===== config.mk =====
export PLATFORM = sky130hd
export DESIGN_NAME = register_level0_arbiter
export DESIGN_NICKNAME = d
export VERILOG_FILES = /design/src/rtl/register_level0_arbiter.sv
export SDC_FILE = /design/constraint.sdc
export NUM_CORES = 1
export LEC_CHECK = 0
export BUFFER_PORTS_ARGS = -buffer_cell sky130_fd_sc_hd__buf_2
export CAP_MARGIN = 10
export CORE_AREA = 2 2 103 105
export CTS_CLUSTER_SIZE = 25
export DETAILED_ROUTE_END_ITERATION = 16
export DIE_AREA = 0 0 105 107
export GPL_ROUTABILITY_DRIVEN = 0
export PLACE_DENSITY_LB_ADDON = 0.12
export REMOVE_ABC_BUFFERS = 1
export SLEW_MARGIN = 25
export SYNTH_ARGS = -nofsm -noshare
export SYNTH_HDL_FRONTEND = slang
export SYNTH_SLANG_ARGS = --single-unit

===== constraint.sdc =====
create_clock -name clk -period 1.22 [get_ports clk]
set_input_delay 0.244 -clock clk [delete_from_list [all_inputs] [get_ports clk]]
set_output_delay 0.244 -clock clk [all_outputs]
set_load 0.01 [all_outputs]

===== src/rtl/register_level0_arbiter.sv =====
// -----------------------------------------------------------------------------
// register_level0_arbiter
//
// Purpose:
//   Round-robin arbiter that shares a single-port register_level0 bank
//   (one access per cycle, registered data_out one cycle after the access)
//   between N_REQ requesters. The winner of the current cycle drives the bank
//   directly; the bank's data_out is routed back to that requester on the
//   following cycle together with a one-hot response strobe.
//
// Ports:
//   clk           in   rising-edge clock
//   rst           in   asynchronous reset, active-high
//   req_valid     in   [N_REQ]             per-requester access request
//   req_ready     out  [N_REQ]             one-hot grant (accept = valid & ready)
//   req_wen       in   [N_REQ]             1 = write, 0 = read
//   req_addr      in   [N_REQ*ADDR_WIDTH]  requester i uses slice i
//   req_wdata     in   [N_REQ*DATA_WIDTH]  requester i uses slice i
//   rsp_valid     out  [N_REQ]             one-hot response strobe
//   rsp_rdata     out  [DATA_WIDTH]        response data, 0 when no response
//   rsp_err       out                      address error on this response
//   mem_cen_n     out                      bank enable, active-low
//   mem_wen       out                      bank write enable
//   mem_addr      out  [ADDR_WIDTH]        bank address
//   mem_data_in   out  [DATA_WIDTH]        bank write data
//   mem_data_out  in   [DATA_WIDTH]        bank registered read data
//
// Build option:
//   RL0_ARB_ADDR_CHECK_EN  when defined, a request with addr >= DEPTH is still
//                          granted but does not touch the bank, and its
//                          response carries rsp_err=1 with rsp_rdata=0.
//                          When undefined, addresses pass through unchecked
//                          and rsp_err is tied low.
// -----------------------------------------------------------------------------
module register_level0_arbiter #(
   parameter int DATA_WIDTH = 48,
   parameter int ADDR_WIDTH = 4,
   parameter int DEPTH      = 10,
   parameter int N_REQ      = 2
) (
   input  logic                          clk,
   input  logic                          rst,
   input  logic [N_REQ-1:0]              req_valid,
   output logic [N_REQ-1:0]              req_ready,
   input  logic [N_REQ-1:0]              req_wen,
   input  logic [N_REQ*ADDR_WIDTH-1:0]   req_addr,
   input  logic [N_REQ*DATA_WIDTH-1:0]   req_wdata,
   output logic [N_REQ-1:0]              rsp_valid,
   output logic [DATA_WIDTH-1:0]         rsp_rdata,
   output logic                          rsp_err,
   output logic                          mem_cen_n,
   output logic                          mem_wen,
   output logic [ADDR_WIDTH-1:0]         mem_addr,
   output logic [DATA_WIDTH-1:0]         mem_data_in,
   input  logic [DATA_WIDTH-1:0]         mem_data_out
);

   localparam int                PTR_W = (N_REQ > 1) ? $clog2(N_REQ) : 1;
   localparam logic [PTR_W-1:0]  LAST  = PTR_W'(N_REQ - 1);
   localparam logic [PTR_W:0]    N_CMP = (PTR_W + 1)'(N_REQ);

   // Elaboration-time sanity check of the configuration.
   if (N_REQ < 2 || DEPTH > (1 << ADDR_WIDTH)) begin : g_bad_cfg
      $error("register_level0_arbiter: need N_REQ >= 2 and DEPTH <= 2**ADDR_WIDTH");
   end

   logic [PTR_W-1:0]  r_rr_ptr;
   logic [N_REQ-1:0]  r_rsp_id;

   logic [N_REQ-1:0]  w_rot;
   logic              w_found;
   logic [PTR_W-1:0]  w_offset;
   logic [PTR_W:0]    w_sum;
   logic [PTR_W-1:0]  w_win_idx;
   logic [N_REQ-1:0]  w_grant;
   logic [N_REQ-1:0]  w_access;

   // ---------------------------------------------------------------------------
   // Grant: rotate the request vector so the highest-priority requester sits at
   // bit 0, pick the lowest set bit, then rotate the index back.
   // ---------------------------------------------------------------------------
   assign w_rot = N_REQ'({req_valid, req_valid} >> r_rr_ptr);

   // NOTE: every signal written in an always_comb gets a default before any
   // conditional assignment, otherwise the tool infers a latch.
   always_comb begin
      w_found  = 1'b0;
      w_offset = '0;
      // Descending scan: the lowest set bit is the last one written.
      for (int i = N_REQ - 1; i >= 0; i--) begin
         if (w_rot[i]) begin
            w_found  = 1'b1;
            w_offset = PTR_W'(i);
         end
      end
   end

   assign w_sum     = {1'b0, r_rr_ptr} + {1'b0, w_offset};
   assign w_win_idx = (w_sum >= N_CMP) ? PTR_W'(w_sum - N_CMP) : PTR_W'(w_sum);

   // Nothing is granted while reset is asserted, so the bank stays idle.
   assign w_grant   = (w_found && !rst) ? (N_REQ'(1) << w_win_idx) : '0;
   assign req_ready = w_grant;

   // ---------------------------------------------------------------------------
   // Optional address check: an out-of-range winner completes its handshake
   // but is masked off the bank enable.
   // ---------------------------------------------------------------------------
`ifdef RL0_ARB_ADDR_CHECK_EN
   localparam logic [ADDR_WIDTH:0] DEPTH_CMP = (ADDR_WIDTH + 1)'(DEPTH);

   logic [N_REQ-1:0] w_addr_err;
   logic             r_rsp_err;

   for (genvar g = 0; g < N_REQ; g++) begin : g_addr_chk
      assign w_addr_err[g] = ({1'b0, req_addr[g*ADDR_WIDTH +: ADDR_WIDTH]} >= DEPTH_CMP);
   end

   assign w_access = w_grant & ~w_addr_err;

   always_ff @(posedge clk or posedge rst) begin
      if (rst) begin
         r_rsp_err <= 1'b0;
      end else begin
         r_rsp_err <= |(w_grant & w_addr_err);
      end
   end

   assign rsp_err = r_rsp_err;
`else
   assign w_access = w_grant;
   assign rsp_err  = 1'b0;
`endif

   // ---------------------------------------------------------------------------
   // Bank drive: mux the winner's command; all zero when nobody is granted.
   // ---------------------------------------------------------------------------
   assign mem_cen_n = ~|w_access;

   always_comb begin
      mem_wen     = 1'b0;
      mem_addr    = '0;
      mem_data_in = '0;
      for (int i = 0; i < N_REQ; i++) begin
         if (w_grant[i]) begin
            mem_wen     = req_wen[i];
            mem_addr    = req_addr[i*ADDR_WIDTH +: ADDR_WIDTH];
            mem_data_in = req_wdata[i*DATA_WIDTH +: DATA_WIDTH];
         end
      end
   end

   // ---------------------------------------------------------------------------
   // Pointer and response tracking. The response slot is simply the grant
   // delayed by one cycle, which lines up with the bank's registered data_out.
   // ---------------------------------------------------------------------------
   // NOTE: state registers use non-blocking assignments so every flop samples
   // the pre-edge values regardless of statement order.
   always_ff @(posedge clk or posedge rst) begin
      if (rst) begin
         r_rr_ptr <= '0;
         r_rsp_id <= '0;
      end else begin
         r_rsp_id <= w_grant;
         if (|w_grant) begin
            r_rr_ptr <= (w_win_idx == LAST) ? '0 : w_win_idx + 1'b1;
         end
      end
   end

   assign rsp_valid = r_rsp_id;
   assign rsp_rdata = (|r_rsp_id && !rsp_err) ? mem_data_out : '0;

endmodule

==> impl_metrics.json, run 1 <==
{
  "final_area_um2": 3580,
  "total_leakage_power_nw": 1.95,
  "cp_num_cells": 5,
  "ys_warn_count": 0,
  "slew_violations": 0,
  "busiest_layer": "met2",
  "dieArea_um2": 11200,
  "grt_overflow_total": 0,
  "drc": 0,
  "placed_cells": 576,
  "fmax_mhz": 582,
  "syn_area_um2": 1390,
  "cts_made_buffers": 3,
  "avgSynthCellArea_um2": 7.07,
  "die_height_um": 107,
  "final_common_cell": "buf_2",
  "grt_pass1_wl_mm": 14.0,
  "fin_ws_ps": -498,
  "clock_latency_ps": 220,
  "rsz0062_at_grt": "yes",
  "ys_seq_elements": 3,
  "endpoint_kind": "output pin",
  "critPathArrivalTime_ps": 1470,
  "drv_cap": 0,
  "drive_gt1_frac": 0.703,
  "root_buffer": "clkbuf_8",
  "area_growth_pct": 159,
  "io_pins": 265,
  "grt_max_degree": 45,
  "final_cell_mix": "buf_2, nor2_1, a32oi_1",
  "setup_tns_ps": -39720,
  "placed_area_um2": 2730,
  "avgRoutedWirePerCell_um": 17.0,
  "slowest_stage": "dfrtp_1",
  "ys_types": 20,
  "whs_ps": 105,
  "dp_hpwl_mm": 7.07,
  "h-tree-depth": 1,
  "start_util": 0.137,
  "critPathTopFamily": "flip-flops",
  "antenna_found_initial": 3,
  "ys_seq_area_frac": 0.0542,
  "skew_ps": 0.845,
  "final_nets": 627,
  "drt_iter0_markers": 75,
  "violations": "negative setup slack",
  "viasPerCell": 4.39,
  "status": "finished, violations left",
  "hold_viol_final": 0,
  "grt_use_met1": 0.158,
  "path_cells": "nand2b_4, buf_12, a32oi_4, nor2_2, buf_2",
  "place_ws_ps": -395,
  "path_max_fanout": 14,
  "coreArea_um2": 10100,
  "crit_required_ps": 980,
  "die_w_um": 105,
  "final_cells": 605,
  "grt_pass1_vias": 2712,
  "tritoncts": "done",
  "numPortBuffers": 263,
  "setup_viol_count_final": 104,
  "hold_path.class": "input pin to async pin",
  "rows": 37,
  "met3_usage": 0.0584,
  "reg2reg_depth": 6,
  "vias": 2654,
  "max-vdd-ir-drop_mv": 0.273,
  "final_antenna_net_count": 0,
  "grtUsageTotal": 0.157,
  "period_needed_ps": 1720,
  "critPathLaunchType": "flip-flop",
  "clk_pin_slew_ps": 30,
  "max_stage_delay_ps": 410,
  "power.density_nw_per_um2": 636,
  "firstDrtPassIters": 4,
  "clock_path_buffers": 2,
  "met2_usage": 0.315,
  "wl_mm": 10.3,
  "syn_inst": 196,
  "crit_type": "flip-flop to output pin",
  "period_share": 1.41,
  "critPathBufInv": 2,
  "clkSinkCount": 3
}
==> cell families after synthesis <==
family / share of synthesized area
AO/OA/AOI/OAI: 0.360
buffers and inverters: 0.205
other: 0.00271
AND/OR/NAND/NOR: 0.378
flip-flops: 0.0542
==> layout make-up <==
cell class | instances | area (µm²)
inverters | 1 | 3.75
multi-input cells | 163 | 1240
repair buffers | 297 | 2050
flip-flops and latches | 3 | 75.1
clock buffers | 4 | 45.0
well taps | 136 | 170
fillers | 1130 | 6510
diodes | 1 | 2.50
==> metal layers <==
layer / part of all wire / wire length [µm]
met5: 0.0026 / 27
met4: 0.00019 / 2
met3: 0.11 / 1130
met2: 0.55 / 5600
met1: 0.34 / 3510
==> Yosys cell counts <==
library cell | number | share of area
buf_6 | 10 | 0.081
o21ai_0 | 1 | 0.0036
inv_1 | 1 | 0.0027
a31oi_1 | 1 | 0.0045
and2b_1 | 1 | 0.0054
buf_2 | 2 | 0.0072
buf_8 | 5 | 0.054
nor2_1 | 54 | 0.15
nand2b_1 | 1 | 0.0045
a21boi_4 | 1 | 0.014
nor2b_1 | 47 | 0.21
clkbuf_1 | 7 | 0.019
buf_4 | 2 | 0.011
clkbuf_8 | 3 | 0.030
a32oi_1 | 53 | 0.34
conb_1 | 1 | 0.0027
a21oi_1 | 1 | 0.0036
and3_1 | 1 | 0.0045
dfrtp_1 | 3 | 0.054
and2_1 | 1 | 0.0045
==> final timing paths <==
check / start / end / slack [ps]
worst max-delay path: r_rr_ptr$_DFFE_PP0P_ / mem_data_in[15] / -500
worst min-delay path: rst / r_rr_ptr$_DFFE_PP0P_ / 110
worst max register to register: r_rr_ptr$_DFFE_PP0P_ / rsp_valid[0]$_DFF_PP0_ / -30
worst min register to register: r_rr_ptr$_DFFE_PP0P_ / r_rr_ptr$_DFFE_PP0P_ / 650
max in group asynchronous: rst / rsp_valid[0]$_DFF_PP0_ / 540
min in group clk: req_valid[0] / r_rr_ptr$_DFFE_PP0P_ / 380
==> worst register-to-register path: stages, from the launching register on <==
cell,delay (ps)
dfrtp_1,410
a21boi_4,220
buf_4,150
buf_6,80
buf_6,90
and2_4,140
buf_4,100
==> power by group <==
group          leakage (nW)  internal (mW)  switching (mW)
clock network        0.0228          0.223          0.0703
registers            0.0375          0.111          0.0136
logic                  1.89           1.02           0.841
==> state kept, by name, indices dropped and copies added, names as in the netlist <==
register   count
rsp_valid      2
r_rr_ptr       1
==> through the flow <==
stage | util | power [mW]
after global routing | 0.355 | 2.43
final | 0.355 | 2.28
after global placement | 0.270 | 1.37
after CTS | 0.324 | 2.09
after floorplan | - | 0.662
after detailed placement | 0.270 | 1.38
==> timing repair <==
item,4_1_cts,5_1_grt
resized for setup,34,45
hold buffers,1,0
hold endpoints to repair,2,0
buffers inserted,9,5
cloned,8,4
setup endpoints to repair,103,105
pin swaps,3,4
Power figures use the tool's default switching activity.
==> run 2: changes to the inputs <==
REMOVE_ABC_BUFFERS = not set   (was 1)
==> impl_metrics.json, run 2 (synthesis gave the netlist of run 1 again) <==
{
  "period_needed_ps": 1690,
  "nFillCells": 1059,
  "final_antenna_net_count": 0,
  "final_cell_mix": "buf_2, nor2_1, a32oi_1",
  "drt_iter0_markers": 68,
  "firstDrtPassIters": 4,
  "rows": 37,
  "wl_mm": 8.76,
  "vias": 2689,
  "critPathArrivalTime_ps": 1450,
  "coreArea_um2": 10100,
  "dp_hpwl_mm": 6.38,
  "grtUsageTotal": 0.128,
  "slew_violations": 0,
  "final_cells": 612,
  "avgRoutedWirePerCell_um": 14.3,
  "dieArea_um2": 11200,
  "regArea_um2": 76.3,
  "r2r_slack_ps": -40,
  "largest_reg_flops": 2,
  "placed_area_um2": 2870,
  "rsz0062_at_grt": "yes",
  "hold_viol_final": 0,
  "path_max_fanout": 8,
  "drv_cap": 0,
  "violations": "negative setup slack",
  "setup_viol_count_final": 104,
  "status": "finished, violations left",
  "crit_required_ps": 980,
  "power.density_nw_per_um2": 613,
  "clkSinkCount": 3,
  "endpoint_kind": "output pin",
  "crit_path_start": "r_rr_ptr$_DFFE_PP0P_",
  "grt_pass1_vias": 2470,
  "reg2reg_depth": 5,
  "skew_ps": 1.65,
  "n_antenna_cell": 0,
  "period_share": 1.39,
  "clock_latency_ps": 210,
  "area_growth_pct": 161,
  "drive_gt1_frac": 0.712,
  "total_leakage_power_nw": 1.96,
  "clock_path_buffers": 2,
  "die_height_um": 107,
  "report.power.total_mw": 2.22,
  "viasPerCell": 4.39,
  "clk_pin_slew_ps": 30,
  "crit_type": "flip-flop to output pin",
  "r2r-end": "rsp_valid[1]$_DFF_PP0_",
  "root_buffer": "clkbuf_8",
  "h-tree-depth": 1,
  "drc": 0,
  "hold_buffers": 0,
  "final_area_um2": 3620,
  "multi_input_area_um2": 1230,
  "critPathLaunchType": "flip-flop",
  "placed_cells": 591,
  "cts_made_buffers": 3,
  "grt_max_degree": 36,
  "grt_pass1_wl_mm": 11.8,
  "r2r_start": "r_rr_ptr$_DFFE_PP0P_",
  "antenna_found_initial": 0,
  "io_pins": 265,
  "final_common_cell": "buf_2",
  "start_util": 0.137,
  "max-vdd-ir-drop_mv": 0.206,
  "numPortBuffers": 263,
  "die_w_um": 105,
  "hold_path.class": "input pin to async pin",
  "syn-num-nets": 354,
  "grt_overflow_total": 0,
  "endpoint": "mem_data_in[30]",
  "fmax_mhz": 592,
  "tritoncts": "done",
  "final_nets": 635,
  "fin_ws_ps": -470
}
run 2: cell types whose count changed in the layout (fill, tap and decap cells not counted), sizes merged:
cell	before	now
diode	1	0
clkbuf	8	10
dlygate4sd3	1	0
buf	292	299
run 2: routing by layer:
metal  up-vias  global-route usage  wire length (µm)
li1       1286                   -                 -
met1      1233               0.123              2890
met2       168               0.281              5180
met3         2              0.0158               645
met4         0              0.0257                40
met5         -                   0                 0
run 2: area by class of cell:
cell class / count / share of cell area
clock buffer: 4 / 0.0125
inverter: 1 / 0.00104
multi-input combinational: 163 / 0.341
sequential: 3 / 0.0211
tap: 136 / 0.0471
timing repair buffer: 305 / 0.578
run 2: worst max-delay path: stages, from the launching register on:
cell and delay, ps:
dfrtp_2 420, a21boi_4 150, buf_12 170, buf_12 130
a32oi_2 40, nor2_1 160, buf_2 160
run 2: how the worst min path moves through the flow:
stage / from / cells past startpoint / slack, ps / end
floorplan: rst / 2 / 180 / r_rr_ptr$_DFFE_PP0P_
global placement: rst / 3 / 450 / rsp_valid[0]$_DFF_PP0_
detailed placement: rst / 3 / 450 / rsp_valid[1]$_DFF_PP0_
CTS: rst / 3 / 220 / r_rr_ptr$_DFFE_PP0P_
global route: rst / 3 / 280 / r_rr_ptr$_DFFE_PP0P_
finish: rst / 3 / 250 / r_rr_ptr$_DFFE_PP0P_
run 2: stage by stage:
stage | TNS (ps) | hold WS, ps | utilization | setup slack [ps]
detailed placement | -13010 | 447 | 0.285 | -278
global route | -44700 | 275 | 0.358 | -536
finish | -37350 | 247 | 0.358 | -470
floorplan | -5070 | 181 | - | -114
global placement | -12330 | 447 | 0.285 | -281
CTS | -37060 | 222 | 0.317 | -485
run 2: what timing repair did:
item,in CTS,in global routing
gates cloned,5,5
endpoints found under the setup margin,104,104
buffers inserted,8,3
hold endpoints to repair,0,0
pin swaps,4,12
gates resized for setup,28,60
run 2: report_power, final:
part           leakage (nW)  switching (mW)  internal (mW)
registers            0.0366          0.0130          0.113
logic                  1.91           0.806          0.998
clock network        0.0228          0.0648          0.223
total                  1.96           0.884           1.33
==> run 3: changes to the inputs <==
BUFFER_PORTS_ARGS = -buffer_cell sky130_fd_sc_hd__buf_4   (was -buffer_cell sky130_fd_sc_hd__buf_2)
==> impl_metrics.json, run 3 (synthesis gave the netlist of run 1 again) <==
{
  "final_cell_mix": "buf_4, nor2_1, a32oi_1",
  "hold_path.class": "input pin to async pin",
  "hold_buffers": 0,
  "final_area_um2": 4230,
  "violations": "negative setup slack",
  "skew_ps": 0.111,
  "critPathLaunchType": "flip-flop",
  "drive_gt1_frac": 0.716,
  "slew_violations": 0,
  "grt_pass1_vias": 2540,
  "grt_overflow_total": 0,
  "nFillCells": 999,
  "report.power.total_mw": 2.48,
  "status": "finished, violations left",
  "final_nets": 635,
  "area_growth_pct": 205,
  "path_max_fanout": 21,
  "syn-num-nets": 354,
  "wl_mm": 9.18,
  "antenna_found_initial": 0,
  "tritoncts": "done",
  "grtUsageTotal": 0.138,
  "grt_pass1_wl_mm": 12.8,
  "setup_viol_count_final": 103,
  "total_leakage_power_nw": 2.13,
  "max-vdd-ir-drop_mv": 0.223,
  "drt_iter0_markers": 131,
  "coreArea_um2": 10100,
  "p_sw_uw": 903,
  "largest_reg_flops": 2,
  "pwr-share-seq": 0.051,
  "clk_pin_slew_ps": 30,
  "period_share": 1.38,
  "p_int_mw": 1.57,
  "period_needed_ps": 1690,
  "crit_type": "flip-flop to output pin",
  "cts_made_buffers": 3,
  "avgRoutedWirePerCell_um": 15.0,
  "power.density_nw_per_um2": 586,
  "h-tree-depth": 1,
  "crit_required_ps": 980,
  "fin_ws_ps": -467,
  "clkSinkCount": 3,
  "placed_area_um2": 3510,
  "rsz0062_at_grt": "yes",
  "firstDrtPassIters": 4,
  "final_common_cell": "buf_4",
  "start_util": 0.137,
  "reg2reg_depth": 4,
  "n_antenna_cell": 0,
  "numPortBuffers": 263,
  "rows": 37,
  "pwr-share-clk": 0.115,
  "die_height_um": 107,
  "fmax_mhz": 593,
  "viasPerCell": 4.37,
  "endpoint_kind": "output pin",
  "root_buffer": "clkbuf_8",
  "io_pins": 265,
  "grt_max_degree": 39,
  "drc": 0,
  "vias": 2675,
  "critPathArrivalTime_ps": 1440,
  "die_w_um": 105,
  "combPwrFrac": 0.835,
  "drv_cap": 0,
  "clock_path_buffers": 2,
  "sw_frac_of_total": 0.365,
  "dp_hpwl_mm": 6.78,
  "clock_latency_ps": 210,
  "final_antenna_net_count": 0,
  "dieArea_um2": 11200,
  "hold_viol_final": 0
}
run 3: changes by cell type in the layout (fill, tap and decap cells not counted), sizes merged:
cell / previous run / this run
buf: 299 / 303
clkbuf: 10 / 6
run 3: area by class of cell:
cell class                 count  area [µm²]  share of cell area
tap                          136         170              0.0403
inverter                       1        3.75            0.000888
timing repair buffer         305        2660               0.630
multi-input combinational    163        1270               0.300
sequential                     3        75.1              0.0178
clock buffer                   4        45.0              0.0107
run 3: repair_timing:
| action | CTS | global route |
|---|---|---|
| setup buffers | 7 | 7 |
| setup endpoints to repair | 103 | 103 |
| cloned | 5 | 3 |
| pin swaps | 3 | 3 |
| gates resized for setup | 37 | 67 |
run 3: power by group through the flow:
stage | registers [mW] | logic [mW] | clock network (mW)
finish | 0.125 | 2.07 | 0.283
global route | 0.126 | 2.21 | 0.296
CTS | 0.125 | 1.83 | 0.290
detailed placement | 0.124 | 1.61 | 0
global placement | 0.123 | 1.61 | 0
floorplan | 0.125 | 0.741 | 0
run 3: final timing paths:
path	startpoint	endpoint	slack, ps
min	rst	rsp_valid[0]$_DFF_PP0_	150
max	r_rr_ptr$_DFFE_PP0P_	mem_data_in[32]	-470
max in group asynchronous	rst	r_rr_ptr$_DFFE_PP0P_	970
max reg2reg	r_rr_ptr$_DFFE_PP0P_	rsp_valid[0]$_DFF_PP0_	110
min in group clk	req_valid[0]	r_rr_ptr$_DFFE_PP0P_	480
min reg2reg	r_rr_ptr$_DFFE_PP0P_	r_rr_ptr$_DFFE_PP0P_	740
run 3: worst max-delay path, stage by stage (launching register included):
cell	delay, ps
dfrtp_1	410
nand2b_4	200
buf_12	170
a32oi_4	230
nor2_1	70
buf_4	140
run 3: per-stage QoR:
stage               setup WS [ps]  hold slack [ps]  TNS, ps  utilization  instances
detailed placement           -271              390   -12410        0.348        588
floorplan                    -114              181    -5070            -        196
finish                       -467              152   -36350        0.419        612
global placement             -270              384    -9940        0.348        588
global route                 -517              201   -42480        0.419        612
CTS                          -469              158   -35870        0.381        604
run 3: per-layer routing:
layer / vias up / routed length (µm) / track usage
met1: 1232 / 3190 / 0.137
li1: 1284 / - / -
met2: 153 / 5100 / 0.285
met4: 0 / 104 / 0.0324
met5: - / 0 / 0
met3: 6 / 783 / 0.0322
